==> src/rtl/control_sequencer.sv <==
// control_sequencer: Moore control FSM for a single-bus CPU datapath.
// Sequences fetch (F0-F3) and execute (E0-E5) steps and emits one-cycle
// datapath, memory and register-select strobes decoded from the state and
// the opcode latched at the end of F3.
//   Clock, Clear   : clock and synchronous active-high reset
//   IR             : instruction register contents, opcode in IR[31:27]
//   CON            : branch condition, used only in E3 of brzr
//   Stop           : pause request, honoured only in F0
//   strobes        : PCin .. LOout, one bit each
//   ctrl           : ALU operation (0 ADD, 1 SUB, 2 AND, 3 OR, 4 INC)
//   Run            : high in every state except RST and HALT
module control_sequencer (
  input  logic        Clock,
  input  logic        Clear,
  input  logic [31:0] IR,
  input  logic        CON,
  input  logic        Stop,
  output logic        PCin,
  output logic        PCout,
  output logic        IncPC,
  output logic        IRin,
  output logic        Yin,
  output logic        MARin,
  output logic        MDRin,
  output logic        MDRout,
  output logic        Read,
  output logic        wren,
  output logic        Gra,
  output logic        Grb,
  output logic        Grc,
  output logic        Rin,
  output logic        Rout,
  output logic        BAout,
  output logic        Zlowin,
  output logic        Zlowout,
  output logic        Cout,
  output logic        InPortout,
  output logic        outPortEnable,
  output logic        conInput,
  output logic        HIout,
  output logic        LOout,
  output logic [3:0]  ctrl,
  output logic        Run
);

  typedef enum logic [3:0] {
    RST, F0, F1, F2, F3, E0, E1, E2, E3, E4, E5, HALT
  } state_t;

  localparam logic [4:0] OP_LD   = 5'b00000;
  localparam logic [4:0] OP_ST   = 5'b00010;
  localparam logic [4:0] OP_ADD  = 5'b00011;
  localparam logic [4:0] OP_SUB  = 5'b00100;
  localparam logic [4:0] OP_AND  = 5'b00101;
  localparam logic [4:0] OP_OR   = 5'b00110;
  localparam logic [4:0] OP_ADDI = 5'b01100;
  localparam logic [4:0] OP_BRZR = 5'b10010;
  localparam logic [4:0] OP_JR   = 5'b10100;
  localparam logic [4:0] OP_IN   = 5'b10110;
  localparam logic [4:0] OP_OUT  = 5'b10111;
  localparam logic [4:0] OP_MFHI = 5'b11000;
  localparam logic [4:0] OP_MFLO = 5'b11001;
  localparam logic [4:0] OP_NOP  = 5'b11010;
  localparam logic [4:0] OP_HALT = 5'b11011;

  localparam logic [3:0] ALU_ADD = 4'h0;
  localparam logic [3:0] ALU_SUB = 4'h1;
  localparam logic [3:0] ALU_AND = 4'h2;
  localparam logic [3:0] ALU_OR  = 4'h3;
  localparam logic [3:0] ALU_INC = 4'h4;

  state_t     state;
  state_t     state_nxt;
  logic [4:0] op_q;
  logic       is_rrr;
  logic       is_mem;
  logic       unused_ir_bits;

  always_comb unused_ir_bits = ^IR[26:0];

  always_comb begin
    is_rrr = (op_q == OP_ADD) || (op_q == OP_SUB) ||
             (op_q == OP_AND) || (op_q == OP_OR);
    is_mem = (op_q == OP_LD) || (op_q == OP_ST);
  end

  // State register
  always_ff @(posedge Clock) begin
    if (Clear) state <= RST;
    else       state <= state_nxt;
  end

  // Opcode is captured on the same edge that loads IR's successor state E0
  always_ff @(posedge Clock) begin
    if (Clear)            op_q <= OP_NOP;
    else if (state == F3) op_q <= IR[31:27];
  end

  // Next-state logic
  always_comb begin
    state_nxt = state;
    case (state)
      RST:  state_nxt = F0;
      F0:   state_nxt = Stop ? F0 : F1;
      F1:   state_nxt = F2;
      F2:   state_nxt = F3;
      F3:   state_nxt = E0;
      E0: begin
        if (op_q == OP_HALT)
          state_nxt = HALT;
        else if (is_rrr || is_mem || op_q == OP_ADDI || op_q == OP_BRZR)
          state_nxt = E1;
        else
          state_nxt = F0;
      end
      E1:   state_nxt = E2;
      E2:   state_nxt = (is_mem || op_q == OP_BRZR) ? E3 : F0;
      E3:   state_nxt = is_mem ? E4 : F0;
      E4:   state_nxt = (op_q == OP_LD) ? E5 : F0;
      E5:   state_nxt = F0;
      HALT: state_nxt = HALT;
      default: state_nxt = RST;
    endcase
  end

  // Output decode
  always_comb begin
    PCin = 1'b0;  PCout = 1'b0;  IncPC = 1'b0;  IRin = 1'b0;
    Yin = 1'b0;   MARin = 1'b0;  MDRin = 1'b0;  MDRout = 1'b0;
    Read = 1'b0;  wren = 1'b0;   Gra = 1'b0;    Grb = 1'b0;
    Grc = 1'b0;   Rin = 1'b0;    Rout = 1'b0;   BAout = 1'b0;
    Zlowin = 1'b0; Zlowout = 1'b0; Cout = 1'b0; InPortout = 1'b0;
    outPortEnable = 1'b0; conInput = 1'b0; HIout = 1'b0; LOout = 1'b0;
    ctrl = ALU_ADD;
    Run  = (state != RST) && (state != HALT);
    case (state)
      F0: if (!Stop) begin
        PCout = 1'b1; MARin = 1'b1; IncPC = 1'b1; Zlowin = 1'b1; ctrl = ALU_INC;
      end
      F1: begin Zlowout = 1'b1; PCin = 1'b1; Read = 1'b1; MDRin = 1'b1; end
      F2: begin Read = 1'b1; MDRin = 1'b1; end
      F3: begin MDRout = 1'b1; IRin = 1'b1; end
      E0: begin
        if (is_rrr || is_mem || op_q == OP_ADDI) begin
          Grb = 1'b1; Rout = 1'b1; Yin = 1'b1; BAout = is_mem;
        end else begin
          case (op_q)
            OP_BRZR: begin Gra = 1'b1; Rout = 1'b1; conInput = 1'b1; end
            OP_JR:   begin Gra = 1'b1; Rout = 1'b1; PCin = 1'b1; end
            OP_IN:   begin InPortout = 1'b1; Gra = 1'b1; Rin = 1'b1; end
            OP_OUT:  begin Gra = 1'b1; Rout = 1'b1; outPortEnable = 1'b1; end
            OP_MFHI: begin HIout = 1'b1; Gra = 1'b1; Rin = 1'b1; end
            OP_MFLO: begin LOout = 1'b1; Gra = 1'b1; Rin = 1'b1; end
            default: ;
          endcase
        end
      end
      E1: begin
        if (is_rrr) begin
          Grc = 1'b1; Rout = 1'b1; Zlowin = 1'b1;
          case (op_q)
            OP_SUB:  ctrl = ALU_SUB;
            OP_AND:  ctrl = ALU_AND;
            OP_OR:   ctrl = ALU_OR;
            default: ctrl = ALU_ADD;
          endcase
        end else if (op_q == OP_BRZR) begin
          PCout = 1'b1; Yin = 1'b1;
        end else begin
          Cout = 1'b1; Zlowin = 1'b1;
        end
      end
      E2: begin
        if (op_q == OP_BRZR) begin
          Cout = 1'b1; Zlowin = 1'b1;
        end else if (is_mem) begin
          Zlowout = 1'b1; MARin = 1'b1;
        end else begin
          Zlowout = 1'b1; Gra = 1'b1; Rin = 1'b1;
        end
      end
      E3: begin
        if (op_q == OP_BRZR) begin
          Zlowout = 1'b1; PCin = CON;
        end else if (op_q == OP_ST) begin
          Gra = 1'b1; Rout = 1'b1; MDRin = 1'b1;
        end else begin
          Read = 1'b1; MDRin = 1'b1;
        end
      end
      E4: begin
        if (op_q == OP_ST) wren = 1'b1;
        else begin Read = 1'b1; MDRin = 1'b1; end
      end
      E5: begin MDRout = 1'b1; Gra = 1'b1; Rin = 1'b1; end
      default: ;
    endcase
  end

endmodule

==> config.mk <==
export PLATFORM = sky130hd
export DESIGN_NAME = control_sequencer
export DESIGN_NICKNAME = d
export VERILOG_FILES = /design/src/rtl/control_sequencer.sv
export SDC_FILE = /design/constraint.sdc
export NUM_CORES = 1
export LEC_CHECK = 0
export ABC_AREA = 1
export BUFFER_PORTS_ARGS = -buffer_cell sky130_fd_sc_hd__buf_2
export CORE_MARGIN = 2
export CORE_UTILIZATION = 42
export DETAILED_ROUTE_END_ITERATION = 8
export PLACE_DENSITY = 0.86
export SYNTH_ARGS = -nofsm -noshare
export SYNTH_HDL_FRONTEND = slang
export SYNTH_SLANG_ARGS = --single-unit
export TNS_END_PERCENT = 1
==> constraint.sdc <==
create_clock -name Clock -period 2.03 [get_ports Clock]
set_clock_uncertainty 0.1 [all_clocks]
set_input_delay 0.406 -clock Clock [delete_from_list [all_inputs] [get_ports Clock]]
set_output_delay 0.406 -clock Clock [all_outputs]
set_load 0.02 [all_outputs]
After elaboration in Yosys (flattened, before gate mapping)
Cells that the tools add are included.
- eq/ne operators: 25
- muxes and demuxes: 70
- reductions and logical operators: 18
- operators by type and width (kind ; number):
    $mux 1 ; 47
    $pmux 4 s11 ; 1
    $eq 5x5->1 const B ; 7
    $pmux 1 s3 ; 7
    $eq 4x3->1 const B ; 4
    $eq 4x4->1 const B ; 4
    $mux 4 ; 4
    $eq 5x3->1 const B ; 3
    $eq 5x2->1 const B ; 2
    $eq 4x2->1 const B ; 2
    $logic_or 1x1->1 ; 8
    $pmux 1 s2 ; 4
    $mux 3 ; 2
    $pmux 2 s3 ; 1
    $pmux 3 s2 ; 1
    $reduce_or 2->1 ; 3
    $reduce_or 3->1 ; 2
    $reduce_or 6->1 ; 1
    $eq 5x4->1 const B ; 1
    $logic_not 5->1 ; 1
    $eq 4x1->1 const B ; 1
    $logic_not 4->1 ; 1
    $mux 2 ; 2
    $ne 4x4->1 const B ; 1
    other kinds (3) ; 3
- register bits after elaboration: 9
- bits of input ports: 36
- logic and storage cells: 115

Depth between registers and ports, before layout
- word-level depth: 10
- depth in mapped cells: 9
- gate-level depth less buffers: 9

Worst setup path before layout
No wires, ideal clock.
- path kind: flip-flop to output port
- from: register op_q[3]
- to: output port Cout
- arrival: 1.349 ns
- required time: 1.524 ns
- setup slack: 0.175 ns
- stages on the path, launching flop included: 7
- path buffers: 0
- cell sequence: dfxtp_1 nor2_4 nand3_2 inv_2 nand2_4 nand2_1 o31ai_1
- word-level cells in the longest chain between the ends: 6
- RTL lines (element ; RTL line ; text):
    from (decl) ; 74 ; logic [4:0] op_q;
    from (signal assigned) ; 96 ; else if (state == F3) op_q <= IR[31:27];
    $eq 5x2->1 / $eq 5x3->1 (equally long branches) ; 82 ; is_rrr = (op_q == OP_ADD) || (op_q == OP_SUB) ||
    $logic_or 1x1->1 (2 in a row) ; 82 ;
    $logic_or 1x1->1 ; 83 ; (op_q == OP_AND) || (op_q == OP_OR);
    $mux 1 ; 159 ; if (is_rrr) begin
    $pmux 1 s2 (*) ; 136 ; case (state)
    to (decl) ; 36 ; output logic Cout,
Mark *: on every way between the ends. The rest lies on a longest branch, timed or not.

Worst setup path after layout
- from: register op_q[0]
- to: output port LOout
- word-level cells in the longest chain between the ends: 8
- RTL lines (element ; RTL line ; text):
    $eq 5x2->1 / $eq 5x3->1 (equally long branches) ; 82 ;
    $logic_or 1x1->1 (2 in a row) ; 82 ;
    $logic_or 1x1->1 ; 83 ;
    $logic_or 1x1->1 (2 in a row) ; 144 ; if (is_rrr || is_mem || op_q == OP_ADDI) begin
    $mux 1 (*) ; 144 ;
    $mux 1 (*) ; 136 ;
    to (decl) ; 41 ; output logic LOout,
Marks and branches as above.

==> summary.log <==
INFO  finish         drive_gt1_frac=0.507
INFO  critical_path  critPathCaptureType=output pin
INFO  yosys          postSynthNetCount=204
INFO  sta            maxSlewViolCount=0
INFO  global_route   wire_length_of_the_first_global_routing_pass=4.71mm
INFO  drt            first_iter_violations=50
INFO  yosys          sequential_share_of_the_synthesized_area=0.184
INFO  drt            via_count=1359
INFO  yosys          netlist_top_cells_area=sky130_fd_sc_hd__dfxtp_1 (18%), sky130_fd_sc_hd__nand2_1 (14%), sky130_fd_sc_hd__nor2_1 (11%)
INFO  sta            layout_worst_path_cycle_share=1.04
INFO  sta            setup-tns-final=-498ps
INFO  job            drv.max_cap_violation_count=0
INFO  yosys          synth_warnings=0
INFO  placement      placement.cell_area=1190squm
INFO  critical_path  worst_setup_path_endpoint=LOout
INFO  yosys          synthFlopType=sky130_fd_sc_hd__dfxtp_1
INFO  cts            clkLatencyLatePin=270ps
INFO  critical_path  crit_type=reg -> out
INFO  yosys          synth_area=980squm
INFO  critical_path  cp.arrival=1610ps
INFO  finish         area_delta_synth_final=48.3%
INFO  critical_path  required=1520ps
INFO  yosys          synth-edff-count=0
INFO  yosys          post-synth-top-count-cell=sky130_fd_sc_hd__nand2_1
INFO  placement      globalplace.congestion=0.938
INFO  placement      dp_hpwl=2.16mm
INFO  run_status     run_status=finished, violations left
INFO  sta            final_period_minus_worst_setup_slack=2120ps
INFO  yosys          yosysTopAreaCellShare=0.184
INFO  yosys          netlist_top_cells_count=sky130_fd_sc_hd__nand2_1 (36), sky130_fd_sc_hd__nor2_1 (30), sky130_fd_sc_hd__nand3_1 (17), sky130_fd_sc_hd__inv_1 (15), sky130_fd_sc_hd__inv_2 (10)
INFO  finish         postLayoutCellArea=1450squm
INFO  critical_path  worst_path_max_delay_cell=sky130_fd_sc_hd__dfxtp_4
INFO  cts            clkTransAtPathRegs=60ps
INFO  drt            avgRoutedWirePerCell=13.3um
INFO  global_route   grt_start_max_net_pins=11
INFO  yosys          syn_area_per_cell=5.83squm
INFO  sta            final_hold_viol_count=0
INFO  drt            post_drt_via_cell_ratio=5.46
INFO  power_and_ir_drop total_power=548uW
INFO  cts            root_driver=sky130_fd_sc_hd__clkbuf_4
INFO  cts            clock-sinks=9
INFO  power_and_ir_drop vdd_drop_max=288uV
INFO  power_and_ir_drop static_leakage=0.714nW
INFO  critical_path  critical_path.startpoint_type=flop
INFO  die            standard_cell_core_area=2210squm
INFO  run_status     violated_checks=negative setup slack
INFO  die            fp-row-count=17
INFO  drt            firstDrtPassIters=4
INFO  sta            setup_viol=12
INFO  critical_path  worstRegToRegCells=10
INFO  sta            achievable-frequency=472MHz
INFO  critical_path  r2r_end=state[2]$_SDFF_PP0_
INFO  global_route   via_count_of_the_first_global_routing_pass=1087
INFO  global_route   antenna_found_initial=0
INFO  drt            drcViolationCount=0
INFO  yosys          syn_inst=168
INFO  cts            max-clock-path-buffers=2
INFO  yosys          synth_seq_cells=9
INFO  finish         postLayoutCoreUtil=0.657
INFO  global_route   aggregate_global_route_resource_usage=0.225
INFO  die            io_pins=65
INFO  drt            totalWireLength=3.32mm
INFO  finish         nets=258
INFO  critical_path  r2r_slack=410ps
INFO  cts            tritoncts_buffer_count=3
INFO  critical_path  setup.worst_path.start=op_q[0]$_SDFFE_PP0P_
INFO  die            dieArea=2730squm
INFO  drt            drtAntennaViolNets=0
INFO  placement      portBuffers=36
INFO  critical_path  list_of_cells_traversed_by_the_critical_path=inv_4 > nand2_2 > nand2_2 > nor2_4 > nor2_4 > nand3_2 > nor3_2 > buf_4
INFO  sta            rsz_0062_raised_after_global_routing=true
INFO  die            die_width=52.3um
INFO  yosys          yosys.cell_types.count=28
INFO  cts            deepest_level_of_the_cts_h_tree=1
INFO  critical_path  reg2reg_from=op_q[1]$_SDFFE_PP1P_
INFO  power_and_ir_drop power_density=377nW/um^2
INFO  cts            tritoncts_clock_tree=built
INFO  critical_path  max_stage_delay=370ps
INFO  finish         antennaDiodeCount=0
INFO  die            die-height=52.3um
INFO  die            starting_density_of_the_core=0.443
INFO  critical_path  crit_fanout=5
INFO  hold_path      class_of_the_tightest_hold_or_removal_check=in -> reg
INFO  sta            fin_ws=-87.5ps
INFO  yosys          synth_async_sr_flop_share=0
INFO  yosys          netlist.top_cell.by_area=sky130_fd_sc_hd__dfxtp_1
INFO  global_route   grt_overflow=0
-- worst min path at each step --
| stage | from | end | slack (ps) | cells after the start |
|---|---|---|---|---|
| 2_1_floorplan | Clear | state[1]$_SDFF_PP0_ | 370 | 1 |
| 4_1_cts | Clear | state[1]$_SDFF_PP0_ | 240 | 2 |
| 3_3_place_gp | op_q[0]$_SDFFE_PP0P_ | op_q[0]$_SDFFE_PP0P_ | 460 | 2 |
| 6_report | Clear | state[1]$_SDFF_PP0_ | 250 | 2 |
| 5_1_grt | Clear | state[1]$_SDFF_PP0_ | 260 | 2 |
| 3_5_place_dp | op_q[0]$_SDFFE_PP0P_ | op_q[0]$_SDFFE_PP0P_ | 470 | 2 |
-- layout make-up --
| class | instances | area, sq um |
|---|---|---|
| Tap cell | 28 | 35.0 |
| Clock buffer | 4 | 26.3 |
| Inverter | 26 | 103 |
| Multi-Input combinational cell | 130 | 757 |
| Timing Repair Buffer | 52 | 334 |
| Fill cell | 186 | 759 |
| Sequential cell | 9 | 198 |
-- registers in the layout (all words and copies together) (netlist names) --
| name | count |
|---|---|
| state | 4 |
| op_q | 5 |
-- per-layer routing --
metal  share of wire  track usage  vias up
li1                -            -      649
met1            0.40        0.301      624
met2            0.49        0.377       77
met3           0.089       0.0171        9
met4           0.018       0.0769        0
met5               0            0        -
-- metrics by stage --
stage	hold WS, ps	setup WS (ps)	std cells
after CTS	244	-39.1	246
after floorplan	368	175	168
after detailed placement	474	132	232
after global placement	463	132	232
after global routing	263	-157	249
final	246	-87.5	249
-- critical path: cells and delay by family, from the launching register on --
| family | cells | cell delay [ps] |
|---|---|---|
| buf+inv | 2 | 270 |
| flops | 1 | 370 |
| simple gates | 6 | 700 |
-- logic make-up after synthesis --
kind of cell           count (synthesis)  share of synthesized area
AOI/OAI and AO/OA                     22                      0.146
buffers and inverters                 29                      0.129
DFF                                    9                      0.184
other                                  1                    0.00383
and+or+nand+nor                      107                      0.538
-- placed cells by master, fill, tap and decap left out, drive strengths merged --
cell	count
a21oi	6
a31oi	1
buf	52
clkbuf	4
conb	1
dfxtp	9
inv	26
nand2	40
nand3	21
nand4	2
nor2	39
nor3	5
o211ai	6
o21ai	4
o21bai	1
o221ai	1
o22ai	1
o31ai	2
-- what timing repair did --
action,4_1_cts,5_1_grt
resized for setup,22,27
setup buffers,10,3
hold buffers,0,0
setup endpoints to repair,13,21
pin swaps,8,14
-- report_power, final --
| group | switching [mW] | leakage, nW | internal, mW |
|---|---|---|---|
| combinational | 0.132 | 0.623 | 0.0727 |
| clock | 0.0653 | 0.0150 | 0.0759 |
| sequential | 0.0171 | 0.0754 | 0.185 |
(Power assumes the default switching activity.)
